## src/rtl/exec_unit_pkg.sv

```systemverilog
// Shared definitions for the execution unit: widths, opcodes, FSM encoding.
package exec_unit_pkg;

    localparam int DATA_W = 16;
    localparam int ADDR_W = 3;
    localparam int OP_W   = 4;

    // Opcode map; 10..15 are undefined.
    localparam logic [OP_W-1:0] OP_NOP = 4'd0;
    localparam logic [OP_W-1:0] OP_ADD = 4'd1;
    localparam logic [OP_W-1:0] OP_SUB = 4'd2;
    localparam logic [OP_W-1:0] OP_AND = 4'd3;
    localparam logic [OP_W-1:0] OP_OR  = 4'd4;
    localparam logic [OP_W-1:0] OP_XOR = 4'd5;
    localparam logic [OP_W-1:0] OP_SHL = 4'd6;
    localparam logic [OP_W-1:0] OP_SHR = 4'd7;
    localparam logic [OP_W-1:0] OP_LI  = 4'd8;
    localparam logic [OP_W-1:0] OP_MUL = 4'd9;

    // FSM state encoding.
    localparam logic [2:0] ST_IDLE = 3'd0;
    localparam logic [2:0] ST_READ = 3'd1;
    localparam logic [2:0] ST_EXEC = 3'd2;
    localparam logic [2:0] ST_MUL  = 3'd3;
    localparam logic [2:0] ST_WB   = 3'd4;

    // True for opcodes the unit knows how to execute.
    function automatic logic op_defined(input logic [OP_W-1:0] op);
        return (op <= OP_MUL);
    endfunction

    // Only ADD and SUB produce a meaningful carry/borrow.
    function automatic logic op_sets_carry(input logic [OP_W-1:0] op);
        return (op == OP_ADD) || (op == OP_SUB);
    endfunction

endpackage

```

## src/rtl/exec_alu.sv

```systemverilog
// Single-cycle combinational datapath; bit 16 carries ADD carry / SUB borrow.
module exec_alu
    import exec_unit_pkg::*;
(
    input  logic [OP_W-1:0]   opcode,
    input  logic [DATA_W-1:0] a,
    input  logic [DATA_W-1:0] b,
    input  logic [7:0]        imm,
    output logic [DATA_W:0]   result
);

    // Result select; MUL is iterated in the parent, so it yields zero here.
    always_comb begin
        result = '0;
        case (opcode)
            OP_ADD:  result = {1'b0, a} + {1'b0, b};
            OP_SUB:  result = {1'b0, a} - {1'b0, b};
            OP_AND:  result = {1'b0, a & b};
            OP_OR:   result = {1'b0, a | b};
            OP_XOR:  result = {1'b0, a ^ b};
            OP_SHL:  result = {1'b0, a << b[3:0]};
            OP_SHR:  result = {1'b0, a >> b[3:0]};
            OP_LI:   result = {9'h000, imm};
            default: result = '0;
        endcase
    end

endmodule

```

## src/rtl/exec_unit.sv

```systemverilog
// Multi-cycle execution unit: reads two registers, runs one ALU op (or a
// 16-step shift-add multiply) and writes the result back.
//
// Handshake: an op transfers on a rising clk edge where instr_valid and
// instr_ready are both 1. instr_ready is 1 only in IDLE; instr_valid while
// busy is ignored, and opcode/rd/rs1/rs2/imm matter only on the transfer edge.
module exec_unit
    import exec_unit_pkg::*;
(
    input  logic              clk,
    input  logic              rst_n,
    input  logic              instr_valid,
    output logic              instr_ready,
    input  logic [OP_W-1:0]   opcode,
    input  logic [ADDR_W-1:0] rd,
    input  logic [ADDR_W-1:0] rs1,
    input  logic [ADDR_W-1:0] rs2,
    input  logic [7:0]        imm,
    output logic [ADDR_W-1:0] readAddr1,
    output logic [ADDR_W-1:0] readAddr2,
    input  logic [DATA_W-1:0] readData1,
    input  logic [DATA_W-1:0] readData2,
    output logic [ADDR_W-1:0] writeAddr,
    output logic              writeEnable,
    output logic [DATA_W-1:0] writeData,
    output logic              busy,
    output logic              flag_z,
    output logic              flag_c,
    output logic              illegal
);

    logic [2:0]        state;
    logic [2:0]        state_next;
    logic [OP_W-1:0]   op_q;
    logic [ADDR_W-1:0] rd_q;
    logic [7:0]        imm_q;
    logic [DATA_W:0]   result_q;
    logic [DATA_W-1:0] mcand;
    logic [DATA_W-1:0] mplier;
    logic [3:0]        mul_cnt;
    logic [DATA_W:0]   alu_result;
    logic              accept;

    assign accept      = (state == ST_IDLE) && instr_valid;
    assign instr_ready = (state == ST_IDLE);
    assign busy        = !instr_ready;
    assign writeEnable = (state == ST_WB);
    assign writeAddr   = rd_q;
    assign writeData   = result_q[DATA_W-1:0];
    assign illegal     = (state == ST_EXEC) && !op_defined(op_q);

    // Operands come straight from the register file during EXEC.
    exec_alu u_alu (
        .opcode (op_q),
        .a      (readData1),
        .b      (readData2),
        .imm    (imm_q),
        .result (alu_result)
    );

    // Next-state logic.
    always_comb begin
        state_next = state;
        case (state)
            ST_IDLE: if (instr_valid) state_next = ST_READ;
            ST_READ: state_next = ST_EXEC;
            ST_EXEC: begin
                if (op_q == OP_MUL)
                    state_next = ST_MUL;
                else if (op_q == OP_NOP || !op_defined(op_q))
                    state_next = ST_IDLE;
                else
                    state_next = ST_WB;
            end
            ST_MUL:  if (mul_cnt == 4'd15) state_next = ST_WB;
            ST_WB:   state_next = ST_IDLE;
            default: state_next = ST_IDLE;
        endcase
    end

    // State register.
    always_ff @(posedge clk or negedge rst_n) begin
        if (!rst_n) state <= ST_IDLE;
        else        state <= state_next;
    end

    // Op capture, operand addressing, ALU result and multiply iteration.
    always_ff @(posedge clk or negedge rst_n) begin
        if (!rst_n) begin
            op_q      <= OP_NOP;
            rd_q      <= '0;
            imm_q     <= '0;
            readAddr1 <= '0;
            readAddr2 <= '0;
            result_q  <= '0;
            mcand     <= '0;
            mplier    <= '0;
            mul_cnt   <= '0;
        end else begin
            if (accept) begin
                op_q      <= opcode;
                rd_q      <= rd;
                imm_q     <= imm;
                readAddr1 <= rs1;
                readAddr2 <= rs2;
            end
            if (state == ST_EXEC) begin
                if (op_q == OP_MUL) begin
                    mcand    <= readData1;
                    mplier   <= readData2;
                    result_q <= '0;
                    mul_cnt  <= '0;
                end else if (state_next == ST_WB) begin
                    result_q <= alu_result;
                end
            end
            if (state == ST_MUL) begin
                // One multiplier bit per cycle; only the low 16 bits are kept.
                result_q <= {1'b0, result_q[DATA_W-1:0] + (mplier[0] ? mcand : '0)};
                mcand    <= mcand << 1;
                mplier   <= mplier >> 1;
                mul_cnt  <= mul_cnt + 4'd1;
            end
        end
    end

    // Flags latch on the write-back cycle; carry only for ADD/SUB.
    always_ff @(posedge clk or negedge rst_n) begin
        if (!rst_n) begin
            flag_z <= 1'b0;
            flag_c <= 1'b0;
        end else if (state == ST_WB) begin
            flag_z <= (result_q[DATA_W-1:0] == '0);
            if (op_sets_carry(op_q)) flag_c <= result_q[DATA_W];
        end
    end

endmodule

```

## config.mk

```make
export PLATFORM = sky130hd
export DESIGN_NAME = exec_unit
export DESIGN_NICKNAME = d
export VERILOG_FILES = /design/src/rtl/exec_unit_pkg.sv /design/src/rtl/exec_alu.sv /design/src/rtl/exec_unit.sv
export SDC_FILE = /design/constraint.sdc
export NUM_CORES = 1
export LEC_CHECK = 0
export CORE_MARGIN = 2
export CORE_UTILIZATION = 63
export DETAILED_ROUTE_END_ITERATION = 10
export PLACE_DENSITY = 0.88
export SLEW_MARGIN = 10
export SYNTH_ARGS = -nofsm -noshare
export SYNTH_HDL_FRONTEND = slang
export SYNTH_SLANG_ARGS = --single-unit
```

## constraint.sdc

```tcl
create_clock -name clk -period 5.75 [get_ports clk]
set_input_delay 0.8625 -clock clk [delete_from_list [all_inputs] [get_ports clk]]
set_output_delay 0.8625 -clock clk [all_outputs]
set_load 0.05 [all_outputs]
```

; ---- Yosys cells after proc, flatten, opt, wreduce, memory -nomap -nowiden
; Index checks and enable logic that the tools add are counted.
[op_classes]
addsub = 4
n_lt_le_gt_ge = 1
n_eq_ne = 15
n_shift = 2
n_mux = 20
bitwise_logic = 3
reduce_logical = 15
[op_table]
columns = cell, count
row1 = $pmux W17 S8, 1
row2 = $mux W16, 7
row3 = $mux W17, 4
row4 = $add A16 B16 Y17, 1
row5 = $sub A16 B16 Y17, 1
row6 = $add A16 B16 Y16, 1
row7 = $and A16 B16 Y16, 1
row8 = $eq A4 B3 Y1 const B, 4
row9 = $logic_not A16 Y1, 1
row10 = $or A16 B16 Y16, 1
row11 = $shl A16 B4 Y16, 1
row12 = $shr A16 B4 Y16, 1
row13 = $xor A16 B16 Y16, 1
row14 = $eq A4 B4 Y1 const B, 3
row15 = $mux W3, 4
row16 = $mux W4, 3
row17 = $pmux W3 S4, 1
row18 = $eq A4 B2 Y1 const B, 2
row19 = $eq A3 B2 Y1 const B, 2
row20 = $eq A3 B3 Y1 const B, 2
row21 = $reduce_and A2 Y1, 3
row22 = $add A4 B1 Y4 const B, 1
row23 = $eq A4 B1 Y1 const B, 1
row24 = $le A4 B4 Y1 const B, 1
row25 = 8 further kinds, 12
[totals]
regBits = 79
inputBits = 56
output_inout_bits = 31
wordCells = 72

; ---- Logic depth before layout (Yosys ltp)
; Gate-level depths: netlist (run 1).
[logic_depth]
ltp_word = 11
ltp_mapped = 16
depth_no_buf = 14

; ---- Hierarchy
; Synthesis (run 1) repeated with hierarchy kept, for this count alone.
[unflattened]
cells_unflattened = 943
hier_area_um2 = 7991.4
[modules_own_cells]
columns = mod, n_inst, cells_each, area_each_um2, seq_area_each_um2
row1 = exec_unit, 1, 456, 4461.8, 1976.9
row2 = exec_alu, 1, 487, 3529.6, 0.0

; ---- Least setup slack after synthesis (run 1)
; No wires, ideal clock.
[synth_path]
path_kind = input to register
start = input readData2[0]
end = register result_q[13]
setup_time_ps = 126
arrival_ps = 3546
setup_slack_ps = 2078
cell_stages = 16
n_path_buf = 2
path_cell_list = buf_6 inv_1 buf_2 ha_1 nand3_1 nor2_1 a21oi_1 xnor2_1 ha_1 a211o_1 nor3_1 nand3b_1 o21ai_0 xnor2_1 nor2_1 o32a_1
[synth_between]
elab_chain_cells = 6
[synth_lines]
columns = item, line
row1 = "start, declared", exec_unit.sv:22  ; input logic [DATA_W-1:0] readData2,
row2 = "$sub A16 B16 Y17, or another cell as far along", exec_alu.sv:17  ; OP_SUB: result = {1'b0, a} - {1'b0, b};
row3 = $pmux W17 S8 (*), exec_alu.sv:15  ; case (opcode)
row4 = $mux W17 (*), exec_unit.sv:113  ; end else if (state_next == ST_WB) begin
row5 = $mux W17 (*), exec_unit.sv:108  ; if (op_q == OP_MUL) begin
row6 = $mux W17 (*), exec_unit.sv:107  ; if (state == ST_EXEC) begin
row7 = $mux W17 (*), exec_unit.sv:117  ; if (state == ST_MUL) begin
row8 = "end signal, assigned", exec_unit.sv:114  ; result_q <= alu_result;
row9 = "end signal, assigned", exec_unit.sv:119  ; result_q <= {1'b0, result_q[DATA_W-1:0] + (mplier[0] ? mcand : '0)};
row10 = "end, declared", exec_unit.sv:37  ; logic [DATA_W:0] result_q;
; Every way passes the cells marked *; elsewhere a longest branch is shown, timed or not. The select of a mux whose other input is x is not followed.
; A chain may end at the register's enable or synchronous reset.

; ---- Worst setup path in the final report (run 1)
[layout_path]
start = input readData2[1]
end = register result_q[13]
; Same word-level chain as after synthesis.

==> key figures, run 1 <==
Run status
  • Status: finished clean

Synthesis
  • Top cells by area, synth: dfrtp_1, ha_1, nor2_1
  • Ys Warns: 0
  • Cells after synthesis: ~980
  • Share of the synthesized area in the top cell type: between 20% and 30%
  • Mean post-synth cell area: 8.16 sq um
  • Count of different cell masters after synthesis: 74
  • Primary FF master, synth: dfrtp_1
  • Post-synthesis sequential area ratio: approximately 25%
  • Net Count, Synth: approximately 1100
  • Synthesized cell area: roughly 0.008 sq mm
  • EDFF count, synth: 0
  • Yosys reg bits: 79
  • Post-synth ARST share: 100%
  • Yosys top cell by area: dfrtp_1

GRT
  • Overflow after GRT: 0
  • Initial antenna violation count: 0
  • Overall Global Routing Usage: 39.8%
  • Largest net degree at the start of global routing: 75
  • First-pass GRT wire length: about 41 mm
  • Vias in the first global route: 7411

Critical path
  • Largest delay contributor family on the critical path: simple AND/OR/NAND/NOR gates
  • CP Capture Type: flop
  • Critical Path AT: approximately 4.3 ns
  • Critical path class: input port to flop
  • Flop2flop setup slack: around 2.0 ns
  • CP Launch Type: input port
  • CP max stage cell: nor3_1
  • Reg-to-reg critical path endpoint: result_q[7]$_DFFE_PN0P_
  • WP data required: just under 6 ns
  • Critical path depth: 15
  • CP Cell Sequence: buf_2 -> buf_4 -> nor3_1 -> nand2_1 -> nor2_1 -> nor2_1 -> xnor2_1 -> ha_1 -> a211o_1 -> nor3_1 -> nand3b_1 -> o21ai_0 -> xnor2_1 -> nor2_1 -> o32a_1
  • Worst-path maximum fanout: between 40 and 50
  • Crit path capture: result_q[13]$_DFFE_PN0P_
  • RR Startpoint: op_q[1]$_DFFE_PN0P_
  • R2r worst-path depth: 12
  • Critical Path Most Common Cell: nor2_1
  • Worst setup path start: readData2[1]
  • Worst path bufs/invs: 2
  • Largest stage delay on the critical path: approximately 0.7 ns

Floorplanning
  • Die height: roughly 120 um
  • Core footprint: between 0.01 and 0.015 sq mm
  • IO Count: 87
  • Starting Density: 63.8%
  • Rows: just over 40
  • Die Area: around 0.014 sq mm
  • Die width: 117 um

STA
  • Slew headroom: 34.9%
  • Fmax: between 200 and 250 MHz
  • Clock Skew: 0.00962 ns
  • Setup Total Neg Slack: 0 ns
  • RSZ-0062 raised after global routing: no
  • Final period utilization: around 71%
  • Final Max Slew Viols: 0
  • Slew @ Worst Pin: about 0.98 ns
  • Crit path time final: 4.07 ns
  • Final Hold Fails: 0
  • Final setup fails: 0

Route
  • DRT antenna net count: 0
  • Total routed wirelength: about 27 mm
  • Via count: roughly 8000
  • Drc violations: 0
  • WL met1: around 10 mm
  • 1st-pass router iterations: 8
  • Routed met3 length: approximately 3.0 mm
  • Vias/cell: ~6.7
  • Routed WL per cell: 22.4 um
  • Initial drt markers: between 1000 and 1500
  • Highest routed layer: met4
  • DR WL met2: around 12 mm

Layout
  • Area added between synthesis and finish: 13.5%
  • N_diodes: 0
  • Fin nets: between 1000 and 1500
  • Share of cells above drive strength 1: 8.72%
  • Most common cell after layout, fill and taps aside: nor2_1
  • Finished Layout Cells: about 1200
  • Most frequent cells in the layout: nor2_1, nand2_1, clkdlybuf4s50_1

Power and ir drop
  • Sequential share of power: between 20% and 30%
  • Leakage: between 0.003 and 0.004 uW
  • Switch Pwr: between 2000 and 2500 uW
  • IR drop worst, VDD: roughly 0.47 mV
  • Switching Share: a little over 50%
  • Pint: ~2200 uW
  • Clock network fraction of design power: about an eighth
  • Gate power share: 62.8%
  • PwrDens: between 500 and 600 mW/mm^2

CTS
  • Reg clk slew, reported paths: approximately 0.060 ns
  • Resized Gates After CTS: 0
  • Setup bufs post-CTS: 0
  • CTS Buf Count: 9
  • CTS Buffer Depth: 2
  • H-tree depth: 3
  • CTS root buf: clkbuf_16
  • # hold bufs at CTS: 0
  • CTS tree: done
  • Sink Count: between 70 and 80
  • Clock latency on the worst-skew pair: around 0.34 ns

Place
  • Port Buffers: 86
  • Final HPWL DP: 20.0 mm
  • Gpl congestion: 1.04
  • Placed cells: roughly 1200

Hold path
  • Min-delay worst type: input port to async pin

Run
  • # Max-Cap Violations: 0
metal layers:
layer | GRT usage (%) | vias up
li1 | - | 3609
met1 | 53.3 | 3738
met2 | 60.5 | 551
met3 | 8.93 | 119
met4 | 20.5 | 0
met5 | 0 | -
registers in the layout (all words and copies together) (netlist names):
name,cells
result_q,17
mul_cnt,4
readAddr2,3
flag_z,1
writeAddr,3
state,3
readAddr1,3
flag_c,1
mplier,16
imm_q,8
op_q,4
mcand,16
power groups by stage:
stage               registers, uW  clock network [uW]  logic (uW)
finish                       1130                 599        2910
floorplan                    1090                   0        2080
detailed placement           1120                   0        2810
global placement             1100                   0        2780
CTS                          1110                 604        2850
global route                 1150                 625        3120
worst register-to-register path: stages, from the launching register on:
cell and delay (ns):
dfrtp_1 0.65, nor2b_1 0.35, nand2_1 0.22, o21ai_0 0.33
inv_1 0.08, ha_1 0.27, nor2b_1 0.14, o2111ai_1 0.55
nand2_1 0.20, a31o_2 0.32, xor2_1 0.16, a221oi_1 0.25
o21ai_1 0.10
how the worst min path moves through the flow:
stage | slack (ns) | cells after the start | to
2_1_floorplan | 0.44 | 2 | result_q[16]$_DFFE_PN0P_
3_3_place_gp | 0.46 | 2 | result_q[16]$_DFFE_PN0P_
3_5_place_dp | 0.47 | 2 | mplier[2]$_DFFE_PN0P_
4_1_cts | 0.31 | 1 | result_q[9]$_DFFE_PN0P_
5_1_grt | 0.32 | 1 | result_q[9]$_DFFE_PN0P_
6_report | 0.31 | 1 | result_q[9]$_DFFE_PN0P_
layout make-up:
cell class | instances | area (sq um)
multi-input cells | 782 | 5460
fillers | 989 | 3450
flip-flops and latches | 79 | 1980
repair buffers | 98 | 938
clock buffers | 9 | 225
well taps | 172 | 215
inverters | 46 | 173
clock inverters | 7 | 85.1
cell usage after synthesis (12+ instances only):
library cell	instances
nor3_1	14
nor2b_1	12
xnor2_1	27
ha_1	66
nor2_1	103
and2_1	19
mux2i_1	25
nand3_1	17
clkbuf_1	23
o21ai_0	73
a21oi_1	77
dfrtp_1	79
mux2_2	31
a22oi_1	16
mux4_2	14
inv_1	45
buf_4	18
buf_2	24
nand2_1	98
through the flow:
stage / hold WS, ns / worst slack, ns / total power [uW] / utilization [%] / area [sq um]
after CTS: 0.308 / 1.77 / 4570 / 72.5 / 9070
after floorplan: 0.445 / 2.08 / 3170 / - / 7990
after global placement: 0.463 / 1.47 / 3880 / 70.0 / 8760
after global routing: 0.316 / 1.47 / 4900 / 72.5 / 9070
after detailed placement: 0.470 / 1.41 / 3930 / 70.0 / 8760
final: 0.311 / 1.68 / 4640 / 72.5 / 9070
logic make-up (layout without fill, tap and decap cells):
group / Yosys count / after routing / share of synthesized area (%)
DFF: 79 / 79 / 24.7
adders and majority gates: 68 / 68 / 10.8
xor gates and xnor gates: 35 / 35 / 3.84
and+or+nand+nor: 313 / 313 / 18.1
AOI/OAI and AO/OA: 295 / 295 / 23.8
buffers and inverters: 118 / 160 / 7.09
muxes: 71 / 71 / 11.6
Power figures use the tool's default switching activity.
==> inputs of run 2 (changes only) <==
--- a/config.mk
+++ b/config.mk
@@ -6,9 +6,9 @@
 export NUM_CORES = 1
 export LEC_CHECK = 0
 export CORE_MARGIN = 2
-export CORE_UTILIZATION = 63
+export CORE_UTILIZATION = 59
 export DETAILED_ROUTE_END_ITERATION = 10
-export PLACE_DENSITY = 0.88
+export PLACE_DENSITY = 0.83
 export SLEW_MARGIN = 10
 export SYNTH_ARGS = -nofsm -noshare
 export SYNTH_HDL_FRONTEND = slang
==> constraint.sdc (replaced) <==
create_clock -name clk -period 4.12 [get_ports clk]
set_input_delay 0.618 -clock clk [delete_from_list [all_inputs] [get_ports clk]]
set_output_delay 0.618 -clock clk [all_outputs]
set_load 0.05 [all_outputs]
==> run 2 against run 1 <==
- wire length fell by 1.0%
- worst setup slack lost 1.2 ns
- combinational power grew 40%
- sequential power increased by 35%
- non-clock buffer count is 14 higher
- clock skew is essentially flat
- cell area up 1.0%
- critical endpoint unchanged
- largest cell class unchanged
- largest power group unchanged
==> key figures, run 2 (synthesized netlist as in run 1, its figures left out) <==
CTS
  • H-tree depth: 3
  • # hold bufs at CTS: 0
  • Reg clk slew, reported paths: about 0.060 ns
  • Sink Count: between 70 and 80
  • Setup bufs post-CTS: 0
  • Clock latency on the worst-skew pair: between 0.3 and 0.4 ns
  • CTS Buffer Depth: 2
  • CTS tree: done
  • CTS Buf Count: 9
  • CTS root buf: clkbuf_16
  • Resized Gates After CTS: 0

Critical path
  • Critical Path Most Common Cell: nor2_1
  • Critical Path AT: 3.83 ns
  • Largest stage delay on the critical path: between 0.4 and 0.5 ns
  • WP data required: approximately 4.3 ns
  • Worst-path maximum fanout: 5
  • Flop2flop setup slack: about 0.57 ns
  • Reg-to-reg critical path endpoint: result_q[16]$_DFFE_PN0P_
  • Worst setup path start: readData2[4]
  • Critical path class: input port to flop
  • CP max stage cell: clkdlybuf4s50_1
  • RR Startpoint: op_q[1]$_DFFE_PN0P_
  • CP Cell Sequence: clkdlybuf4s50_1 -> nor2_1 -> nand3_1 -> nor2_1 -> buf_4 -> a21oi_1 -> xnor2_1 -> ha_1 -> a211o_1 -> nor3_1 -> nand3b_1 -> o21ai_0 -> xnor2_1 -> nor2_1 -> o32a_1
  • CP Launch Type: input port
  • CP Capture Type: flop
  • Crit path capture: result_q[13]$_DFFE_PN0P_
  • R2r worst-path depth: 13

STA
  • Slew @ Worst Pin: 1.09 ns
  • Final Hold Fails: 0
  • Worst setup margin: 0.512 ns
  • Final period utilization: 87.6%
  • RSZ-0062 raised after global routing: no
  • Final Max Slew Viols: 0
  • Setup Total Neg Slack: 0 ns
  • Slew headroom: between 20% and 30%
  • Fmax: about 280 MHz
  • Clock Skew: roughly 0.0094 ns
  • Crit path time final: 3.61 ns
  • Final setup fails: 0

Layout
  • N_diodes: 0
  • Final Cell Area: between 0.009 and 0.01 sq mm
  • Finished Layout Cells: between 1000 and 1500
  • Biggest register: result_q
  • Final Util: ~69%
  • Most common cell after layout, fill and taps aside: nor2_1
  • Area added between synthesis and finish: 14.7%
  • Share of cells above drive strength 1: approximately 10%
  • Most frequent cells in the layout: nor2_1, nand2_1, clkdlybuf4s50_1
  • Top flop regs: result_q x17, mcand x16, mplier x16
  • Fin nets: 1154
  • Max reg flops: 17

Power and ir drop
  • Switching Share: about half
  • Clock network fraction of design power: between 10 and 15%
  • Pint: 3110 uW
  • Switch Pwr: 3260 uW
  • Gate power share: a little under two thirds
  • Leakage: 0.00395 uW
  • PwrDens: between 600 and 700 mW/mm^2
  • IR drop worst, VDD: 0.628 mV
  • Sequential share of power: roughly a quarter

Floorplanning
  • Core footprint: 0.0132 sq mm
  • Rows: 42
  • Starting Density: between 60 and 70%
  • Die width: 120 um
  • Die Area: 0.0145 sq mm
  • IO Count: between 80 and 90
  • Die height: around 120 um

GRT
  • Largest net degree at the start of global routing: 68
  • Overflow after GRT: 0
  • First-pass GRT wire length: 41.8 mm
  • Met1 GRT Util: between 40% and 50%
  • Vias in the first global route: about 7500
  • Met2 GRT Util: between 50% and 60%
  • Global routing's busiest layer: met2
  • Met3 Use GR: under 10%
  • Initial antenna violation count: 0
  • Overall Global Routing Usage: 37.6%

Route
  • Drc violations: 0
  • Vias/cell: ~6.5
  • DRT antenna net count: 0
  • Via count: around 7900
  • 1st-pass router iterations: 6
  • Routed WL per cell: between 20 and 25 um
  • Total routed wirelength: 26.4 mm
  • Initial drt markers: 815

Hold path
  • Min-delay worst type: input port to async pin

Place
  • Setup WS pre-CTS: 0.251 ns
  • DP Area: between 0.008 and 0.009 sq mm
  • Gpl congestion: 1.05
  • Port Buffers: 86
  • Placed cells: around 1200
  • Final HPWL DP: just over 20 mm

Run status
  • Status: finished clean

Run
  • # Max-Cap Violations: 0
==> run 2: critical path: cells and delay by family <==
family	cells	cell delay [ns]
buffers and inverters	2	0.67
AND/OR/NAND/NOR	6	0.91
XOR/XNOR	2	0.30
adder cells (fa/ha/maj)	1	0.37
AO/OA/AOI/OAI	4	0.95
==> run 2: worst min path at each step <==
stage	end	start	slack (ns)	depth (start not counted)
after floorplan	flag_c$_DFFE_PN0P_	rst_n	0.32	0
after global placement	mplier[1]$_DFFE_PN0P_	mplier[1]$_DFFE_PN0P_	0.46	2
after detailed placement	mplier[12]$_DFFE_PN0P_	mplier[12]$_DFFE_PN0P_	0.47	2
after CTS	result_q[16]$_DFFE_PN0P_	rst_n	0.33	1
after global routing	result_q[15]$_DFFE_PN0P_	rst_n	0.37	1
final	result_q[16]$_DFFE_PN0P_	rst_n	0.31	1
==> run 2: metal layers <==
| layer | part of all wire [%] | vias up | wire (um) |
|---|---|---|---|
| li1 | - | 3643 | - |
| met1 | 40 | 3647 | 10600 |
| met2 | 45 | 486 | 11800 |
| met3 | 9.0 | 105 | 2390 |
| met4 | 6.2 | 0 | 1630 |
| met5 | 0 | - | 0 |
==> run 2: final cells by class <==
type                            instances  area [sq um]
Clock buffer                           10           239
Clock inverter                          6          52.6
Sequential cell                        79          1980
Timing Repair Buffer                  112          1040
Tap cell                              176           220
Inverter                               46           173
Fill cell                            1122          4080
Multi-Input combinational cell        782          5460
==> run 2: stage by stage <==
step / hold slack [ns] / total power (uW)
6_report: 0.309 / 6370
4_1_cts: 0.333 / 6310
3_5_place_dp: 0.471 / 5500
3_3_place_gp: 0.461 / 5450
5_1_grt: 0.370 / 6790
2_1_floorplan: 0.322 / 4430
==> run 2: power groups by stage <==
stage               registers, uW  logic [uW]  clock network (uW)
finish                       1530        4060                 784
global route                 1580        4390                 820
CTS                          1520        3990                 794
detailed placement           1530        3970                   0
global placement             1520        3940                   0
floorplan                    1520        2900                   0
==> inputs of run 3 (changes only) <==
--- a/config.mk
+++ b/config.mk
@@ -8,8 +8,7 @@
 export CORE_MARGIN = 2
 export CORE_UTILIZATION = 59
 export DETAILED_ROUTE_END_ITERATION = 10
-export PLACE_DENSITY = 0.83
-export SLEW_MARGIN = 10
+export PLACE_DENSITY = 0.89
 export SYNTH_ARGS = -nofsm -noshare
 export SYNTH_HDL_FRONTEND = slang
 export SYNTH_SLANG_ARGS = --single-unit
==> constraint.sdc (replaced) <==
create_clock -name clk -period 3.7 [get_ports clk]
set_input_delay 0.555 -clock clk [delete_from_list [all_inputs] [get_ports clk]]
set_output_delay 0.555 -clock clk [all_outputs]
set_load 0.05 [all_outputs]
==> run 3 against run 2 <==
- utilization increased by 1.2 points
- worst setup slack got worse by 0.14 ns
- critical endpoint unchanged
- via count increased by 1.6%
==> key figures, run 3 (synthesized netlist as in run 1, its figures left out) <==
Run status
  • Status: finished clean

STA
  • Final setup fails: 0
  • RSZ-0062 raised after global routing: no
  • Setup Total Neg Slack: 0 ns
  • Final Hold Fails: 0
  • Slew @ Worst Pin: 0.984 ns
  • Fmax: between 300 and 400 MHz
  • Clock Skew: 0.00914 ns
  • Slew headroom: around a third
  • Final period utilization: between 80 and 90%
  • Fin Hold WS: 0.122 ns
  • Final Max Slew Viols: 0
  • Crit path time final: 3.33 ns

Floorplanning
  • Die width: approximately 120 um
  • Starting Density: roughly three fifths
  • Die Area: around 0.014 sq mm
  • Die height: approximately 120 um
  • Core footprint: approximately 0.013 sq mm
  • Rows: 42
  • IO Count: 87

Route
  • Vias/cell: 6.51
  • Drc violations: 0
  • Total routed wirelength: 26.7 mm
  • 1st-pass router iterations: 5
  • Routed WL per cell: about 22 um
  • Via count: approximately 8000
  • Initial drt markers: 907
  • DRT antenna net count: 0

Layout
  • Filler cells: between 1000 and 1500
  • Max reg flops: 17
  • Area of the multi-input gates: ~0.0055 sq mm
  • Top flop regs: result_q x17, mcand x16, mplier x16
  • Most common cell after layout, fill and taps aside: nor2_1
  • FF+latch area: between 0.0015 and 0.002 sq mm
  • Most frequent cells in the layout: nor2_1, nand2_1, clkdlybuf4s50_1
  • Share of cells above drive strength 1: approximately an eighth
  • N_diodes: 0
  • Area added between synthesis and finish: 16.7%
  • Biggest register: result_q
  • Fin nets: about 1200
  • Finished Layout Cells: about 1200

Critical path
  • CP Launch Type: input port
  • WP data required: ~4 ns
  • Worst-path maximum fanout: 6
  • Critical path class: input port to flop
  • CP Capture Type: flop
  • Critical Path AT: around 3.6 ns

GRT
  • Met3 Use GR: just under 8%
  • Vias in the first global route: slightly below 8000
  • Global routing's busiest layer: met2
  • First-pass GRT wire length: around 42 mm
  • Initial antenna violation count: 0
  • Met2 GRT Util: 58.5%
  • Overflow after GRT: 0
  • Largest net degree at the start of global routing: between 60 and 70
  • Met1 GRT Util: a little under half
  • Overall Global Routing Usage: between 30% and 40%

CTS
  • H-tree depth: 3
  • CTS Buffer Depth: 2
  • CTS tree: done
  • CTS Buf Count: 9
  • Clock latency on the worst-skew pair: approximately 0.35 ns
  • CTS root buf: clkbuf_16
  • Setup bufs post-CTS: 0
  • Resized Gates After CTS: 0
  • # hold bufs at CTS: 0
  • Reg clk slew, reported paths: about 0.07 ns
  • Sink Count: 79

Power and ir drop
  • PwrDens: 773 mW/mm^2
  • Leakage: slightly above 0.004 uW
  • IR drop worst, VDD: approximately 0.52 mV

Place
  • Placed cells: around 1200
  • Gpl congestion: between 1 and 1.5
  • Port Buffers: between 80 and 90
  • Final HPWL DP: between 20 and 25 mm

Hold path
  • Min-delay worst type: input port to async pin

Run
  • # Max-Cap Violations: 0
run 3: cell types whose count changed in the layout (fill, tap and decap cells not counted):
cell	before	now
clkinv_4	2	1
inv_6	1	2
buf_4	27	47
clkinv_2	0	1
clkbuf_8	1	0
bufinv_16	0	1
clkinvlp_4	2	1
run 3: path summary, 6_finish.rpt:
| kind | startpoint | to | cells past startpoint | slack (ns) |
|---|---|---|---|---|
| worst max-delay path | readData2[3] | result_q[13]$_DFFE_PN0P_ | 13 | 0.37 |
| worst min-delay path | rst_n | result_q[12]$_DFFE_PN0P_ | 1 | 0.12 |
| worst max register to register | op_q[2]$_DFFE_PN0P_ | result_q[13]$_DFFE_PN0P_ | 12 | 0.46 |
| worst min register to register | mcand[15]$_DFFE_PN0P_ | mcand[15]$_DFFE_PN0P_ | 2 | 0.48 |
| max in group asynchronous | rst_n | imm_q[1]$_DFFE_PN0P_ | 2 | 2.79 |
| min in group clk | mcand[15]$_DFFE_PN0P_ | mcand[15]$_DFFE_PN0P_ | 2 | 0.48 |
run 3: per-layer routing:
metal  vias up  share of wire [%]
met1      3735                 39
met4         0                6.2
li1       3697                  -
met3        98                9.7
met2       480                 45
met5         -                  0
run 3: through the flow:
stage                     power, uW  utilization, %  setup WS, ns  cell area [sq um]
after global placement         6080            68.1         0.155               9020
final                          7210            70.4         0.373               9330
after floorplan                4930               -         0.336               7990
after global routing           7670            70.4         0.157               9330
after CTS                      7120            70.4         0.432               9330
after detailed placement       6170            68.1        0.0782               9020
run 3: final cells by class:
type | instances | share of cell area (%)
sequential | 79 | 21.2
clock inverter | 7 | 0.859
timing repair buffer | 132 | 12.8
inverter | 46 | 1.85
clock buffer | 9 | 2.42
tap | 176 | 2.36
multi-input combinational | 782 | 58.5
run 3: critical path, stage by stage:
cell,delay [ns]
clkdlybuf4s50_1,0.43
nor2_1,0.19
nand3_1,0.14
o41ai_1,0.40
xnor2_1,0.20
ha_1,0.29
a211o_1,0.35
nor3_1,0.15
nand3b_1,0.09
o21ai_0,0.20
xnor2_1,0.17
nor2_1,0.06
o32a_1,0.34
run 3: report_power, final:
| group | switching (uW) | internal (uW) | leakage, uW |
|---|---|---|---|
| sequential | 420 | 1270 | 0.000970 |
| combinational | 2850 | 1750 | 0.00294 |
| clock | 385 | 532 | 0.000148 |
| total | 3650 | 3560 | 0.00406 |
==> RTL edit 1, RTL diff (config.mk and constraints of run 3) <==
Change the package constant `ADDR_W` from 3 to 5.
--- a/src/rtl/exec_unit_pkg.sv
+++ b/src/rtl/exec_unit_pkg.sv
@@ -2,7 +2,7 @@
 package exec_unit_pkg;
 
     localparam int DATA_W = 16;
-    localparam int ADDR_W = 3;
+    localparam int ADDR_W = 5;
     localparam int OP_W   = 4;
 
     // Opcode map; 10..15 are undefined.
Interface: changed (6 resized); port bits go from 87 to 99. No check against the original RTL was run, so the function may have changed too.
==> RTL edit 1 against run 3 <==
  * Total power is 14% higher
  * Final area is 9.9% higher
  * Clock power hardly changed
  * Critical path depth is 2 higher
  * Core utilization is 3.1 points higher
  * Via count is 8.7% higher
  * Setup slack worse by 200 ps
  * Register-to-register slack worse by 260 ps
  * Area after synthesis is 6.1% higher
  * Combinational power is 19% higher
  * Sequential cell count is 6 higher
  * Maximum frequency is 5.6% lower
  * Routed wire length is 14% higher
==> RTL edit 1: results (changes against run 3) <==
- Synth cell count leaders: 107 x nor2_1, 89 x nand2_1, 85 x dfrtp_1, 66 x ha_1 (was 103 x nor2_1, 98 x nand2_1, 79 x dfrtp_1, 77 x a21oi_1, 73 x o21ai_0)
- Number of global-route vias before repair: 8,286 (was 7,759)
- Worst Max-Slew Pin Slew: 824 ps (was 984 ps)
- Synth Flop Type: dfrtp_1 (unchanged)
- Synth cell types: 85 (was 74)
- CTS Root Cell: clkbuf_16 (unchanged)
- Port buffer count: 98 (was 86)
- Hold WS: 277 ps (was 122 ps)
- First-pass GRT wire length: 46.3 mm (was 41.8 mm)
- Vias: 8,710 (was 8,010)
- Slowest stage delay, CP: 540 ps (was 430 ps)
- Post-Place Worst Slack: -184 ps (was 78.2 ps)
- End of the worst register-to-register path: result_q[10] (was result_q[13])
- FF+latch area: 0.00213 mm^2 (was 0.00198 mm^2)
- Cts bufs inserted: 9 (unchanged)
- Layout cells sized above 1: 0.168 (was 0.117)
- Status: finished, final reports clean (unchanged)
- Yosys warns: 0 (unchanged)
- Reg-to-reg setup timing slack: 200 ps (was 460 ps)
- Fin. Hold Viols: 0 (unchanged)
- Drt first pass iters: 7 (was 5)
- Syn_area_per_cell: 8.54 um^2 (was 8.16 um^2)
- Vias/cell: 6.68 (was 6.51)
- Seq/Total Area, Yosys: 0.251 (was 0.247)
- Worst-Skew Late Latency: 360 ps
- # diodes: 0 (unchanged)
- GPL Wtd Cong: 1.06 (about the same)
- Largest register FFs: 17 (unchanged)
- CP Max Fanout: 4 (was 6)
- Final #Nets: 1,248 (was 1,174)
- Largest net degree at the start of global routing: 64 (was 67)
- Placed Area: 0.00994 mm^2 (was 0.00902 mm^2)
- Setup Buffers After CTS: 0 (unchanged)
- H-tree depth: 3 (unchanged)
- Leak: 4.45 nW (was 4.06 nW)
- Reg2Reg Depth: 11 (was 12)
- VDD IR max: 0.000723 V (was 0.000524 V)
- Initial antenna violation count: 0 (unchanged)
- Fillers: 1,062 (was 1,077)
- Biggest registers after layout: result_q (17), mcand (16), mplier (16) (unchanged)
- All-Layer GR Usage: 0.405 (was 0.376)
- DP Cell Count: 1,287 (was 1,215)
- Post-DP HPWL: 23.3 mm (was 20.7 mm)
- Wire per inst: 23.4 um (was 21.7 um)
- Clock Skew: 11.9 ps (was 9.14 ps)
- Critical R2R Launch: op_q[3] (was op_q[2])
- Largest cells by area after synthesis: dfrtp_1 25%, ha_1 9.7%, mux4_2 7.2%, nor2_1 4.7%, mux2_2 4.5% (was dfrtp_1 25%, ha_1 10%, nor2_1 4.8%, a21oi_1 4.8%, nand2_1 4.6%)
- First DRT Iteration DRCs: 966 (was 907)
- Syn Nets: 1,123 (was 1,103)
[RTL edit 1: cell families (layout without fill, tap and decap cells)]
family / count (synthesis) / count (layout) / share of synthesized area
compound gates: 290 / 290 / 0.229
mux: 74 / 74 / 0.135
xor+xnor: 26 / 26 / 0.0269
fa+ha+maj: 68 / 68 / 0.102
simple gates: 333 / 333 / 0.189
flops: 85 / 85 / 0.251
buf+inv: 117 / 247 / 0.0671
[RTL edit 1: per-layer routing]
layer | GRT usage | wire length (um) | up-vias
met5 | 0 | 0 | -
met4 | 0.212 | 1850 | 0
met3 | 0.0893 | 3100 | 143
met2 | 0.651 | 14000 | 556
met1 | 0.510 | 11500 | 4101
li1 | - | - | 3910
[RTL edit 1: cell type report]
type | instances | share of cell area
tap | 180 | 0.0220
inverter | 44 | 0.0161
clock buffer | 9 | 0.0220
sequential | 85 | 0.208
timing repair buffer | 187 | 0.160
multi-input combinational | 791 | 0.565
clock inverter | 7 | 0.00733
[RTL edit 1: worst max-delay path by stage]
stage	start	end	slack, ps	cells after the start
2_1_floorplan	readData2[0]	result_q[15]	160	16
3_3_place_gp	readData2[1]	result_q[15]	-160	15
3_5_place_dp	readData2[1]	result_q[15]	-180	15
4_1_cts	readData2[1]	result_q[15]	130	15
5_1_grt	op_q[3]	result_q[10]	6	11
6_report	readData2[1]	result_q[15]	180	15
[RTL edit 1: power by group]
part,total [mW],switching (mW),internal (mW)
sequential,1.81,0.428,1.38
clock,0.920,0.441,0.479
combinational,5.47,3.35,2.12
[RTL edit 1: repair_timing]
| item | 4_1_cts | 5_1_grt |
|---|---|---|
| gates resized for setup | 0 | 2 |
| hold buffers | 0 | 0 |
| endpoints found under the setup margin | 0 | 1 |
==> RTL edit 2, RTL diff (settings of run 3) <==
Without the edit above. Put one more register stage on the output `flag_z`, cleared by the reset. The value now appears one clock later. The other outputs are not delayed to match.
--- a/src/rtl/exec_unit.sv
+++ b/src/rtl/exec_unit.sv
@@ -28,6 +28,8 @@
     output logic              flag_c,
     output logic              illegal
 );
+
+    logic flag_z_s0;
 
     logic [2:0]        state;
     logic [2:0]        state_next;
@@ -127,11 +129,19 @@
     // Flags latch on the write-back cycle; carry only for ADD/SUB.
     always_ff @(posedge clk or negedge rst_n) begin
         if (!rst_n) begin
-            flag_z <= 1'b0;
+            flag_z_s0 <= 1'b0;
             flag_c <= 1'b0;
         end else if (state == ST_WB) begin
-            flag_z <= (result_q[DATA_W-1:0] == '0);
+            flag_z_s0 <= (result_q[DATA_W-1:0] == '0);
             if (op_sets_carry(op_q)) flag_c <= result_q[DATA_W];
+        end
+    end
+
+    always_ff @(posedge clk or negedge rst_n) begin
+        if (!rst_n) begin
+            flag_z <= '0;
+        end else begin
+            flag_z <= flag_z_s0;
         end
     end
 
Function: changed (Yosys sat finds a counterexample within 10 cycles, from zero or initial values and one cycle with rst_n low).
==> RTL edit 2 against run 3 <==
  * Area after synthesis fell by 0.52%
  * Routed wire length rose by 2.5%
  * Sequential cell count up 1
  * Setup slack lost 180 ps
  * Core utilization increased by 0.58 points
  * Clock power grew 13%
  * Clock skew barely moved
  * Final area increased by 0.43%
  * Synthesized cell count rose by 0.61%
  * Total power rose by 8.8%
  * First-iteration DRC count is 29% higher
  * Critical endpoint is now result_q[16]
==> RTL edit 2: results (changes against run 3) <==
- Port buffer count: 86 (unchanged)
- Hold WS: 355 ps (was 122 ps)
- Critical R2R Launch: op_q[1] (was op_q[2])
- Fillers: 1,068 (was 1,077)
- Clock Skew: 9.63 ps (was 9.14 ps)
- Placed Area: 0.00900 mm^2 (was 0.00902 mm^2)
- Layout cells sized above 1: 0.121 (was 0.117)
- First DRT Iteration DRCs: 1,168 (was 907)
- Wire per inst: 22.0 um (was 21.7 um)
- Met3 WL: 2.60 mm (was 2.59 mm)
- Reg-to-reg setup timing slack: 370 ps (was 460 ps)
- Synth cell types: 73 (was 74)
- VDD IR max: 0.000668 V (was 0.000524 V)
- Syn Nets: 1,109 (was 1,103)
- CP Max Fanout: 4 (was 6)
- Post-Layout Inst Area: 0.00937 mm^2 (was 0.00933 mm^2)
- Syn_area_per_cell: 8.07 um^2 (was 8.16 um^2)
- Drt first pass iters: 6 (was 5)
- End of the worst register-to-register path: result_q[9] (was result_q[13])
- Max-cap viol count: 0 (unchanged)
- Comb power: 5.07 mW (was 4.60 mW)
- First-pass GRT wire length: 42.5 mm (was 41.8 mm)
- Synth cell count leaders: 111 x nor2_1, 101 x nand2_1, 94 x a21oi_1, 80 x dfrtp_1, 70 x o21ai_0 (was 103 x nor2_1, 98 x nand2_1, 79 x dfrtp_1, 77 x a21oi_1, 73 x o21ai_0)
- Multiplexer share of the synthesized area: 0.0919 (was 0.116)
- Largest cells by area after synthesis: dfrtp_1 25%, ha_1 10%, a21oi_1 5.9%, nor2_1 5.2%, nand2_1 4.8% (was dfrtp_1 25%, ha_1 10%, nor2_1 4.8%, a21oi_1 4.8%, nand2_1 4.6%)
- Fin. Hold Viols: 0 (unchanged)
- Post-Place Worst Slack: -174 ps (was 78.2 ps)
- Leak: 4.06 nW (about the same)
- XOR/XNOR Fraction of Synth Area: 0.0408 (was 0.0384)
- Status: finished, final reports clean (unchanged)
- Comb pwr share: 0.647 (was 0.638)
- Share of power burned in registers: 0.220 (was 0.235)
- Met2 WL: 12.4 mm (was 12.0 mm)
- Worst setup path end: result_q[16] (was result_q[13])
- Worst Setup SP: readData2[2] (was readData2[3])
- Adder-Cell Fraction of Synth Area: 0.109 (was 0.108)
- Number of global-route vias before repair: 7,822 (was 7,759)
- Post-DP HPWL: 20.6 mm (was 20.7 mm)
- Compound-gate portion of the synthesized area: 0.255 (was 0.238)
- Fin. max-slew vios: 0 (unchanged)
- Met1 WL: 10.6 mm (was 10.5 mm)
- Worst Max-Slew Pin Slew: 1110 ps (was 984 ps)
- Largest net degree at the start of global routing: 81 (was 67)
- All-Layer GR Usage: 0.384 (was 0.376)
- Total length of routed wires: 27.3 mm (was 26.7 mm)
- Internal: 3.91 mW (was 3.56 mW)
- Vias/cell: 6.58 (was 6.51)
- Reg2Reg Depth: 12 (unchanged)
- GPL Wtd Cong: 1.00 (was 1.06)
- Max Freq: 285 MHz (was 301 MHz)
- Setup Buffers After CTS: 0 (unchanged)
- Seq/Total Area, Yosys: 0.252 (was 0.247)
- Arr. time, crit path: 3730 ps (was 3550 ps)
- DP Cell Count: 1,228 (was 1,215)
- CTS max path bufs: 2 (unchanged)
## RTL edit 2: cell types whose count changed after synthesis, moves of 6 or more
cell / run 3 / this run
a21oi_1: 77 / 94
o21ai_1: 6 / 12
nor2_1: 103 / 111
nand3_1: 17 / 6
a31oi_1: 10 / 18
mux2i_1: 25 / 13
mux4_2: 14 / 7
## RTL edit 2: worst max-delay path: stages
cell,delay [ps]
clkdlybuf4s50_1,460
buf_4,190
nor3_2,140
and3_1,310
nand2_1,130
o31ai_1,300
xnor2_1,170
ha_1,300
a21oi_1,230
o211ai_1,130
o21ai_2,210
o21ai_0,150
xor2_1,190
o41ai_1,270
## RTL edit 2: layer usage
layer  GRT usage  up-vias
met3      0.0865      116
met1       0.482     3849
met4       0.217        0
li1            -     3721
met2       0.609      505
met5           0        -
## RTL edit 2: area by class of cell
cell class,instances,share of cell area
timing repair buffer,141,0.135
clock inverter,5,0.0111
sequential,80,0.214
multi-input combinational,786,0.572
clock buffer,11,0.0259
tap,176,0.0235
inverter,45,0.0180
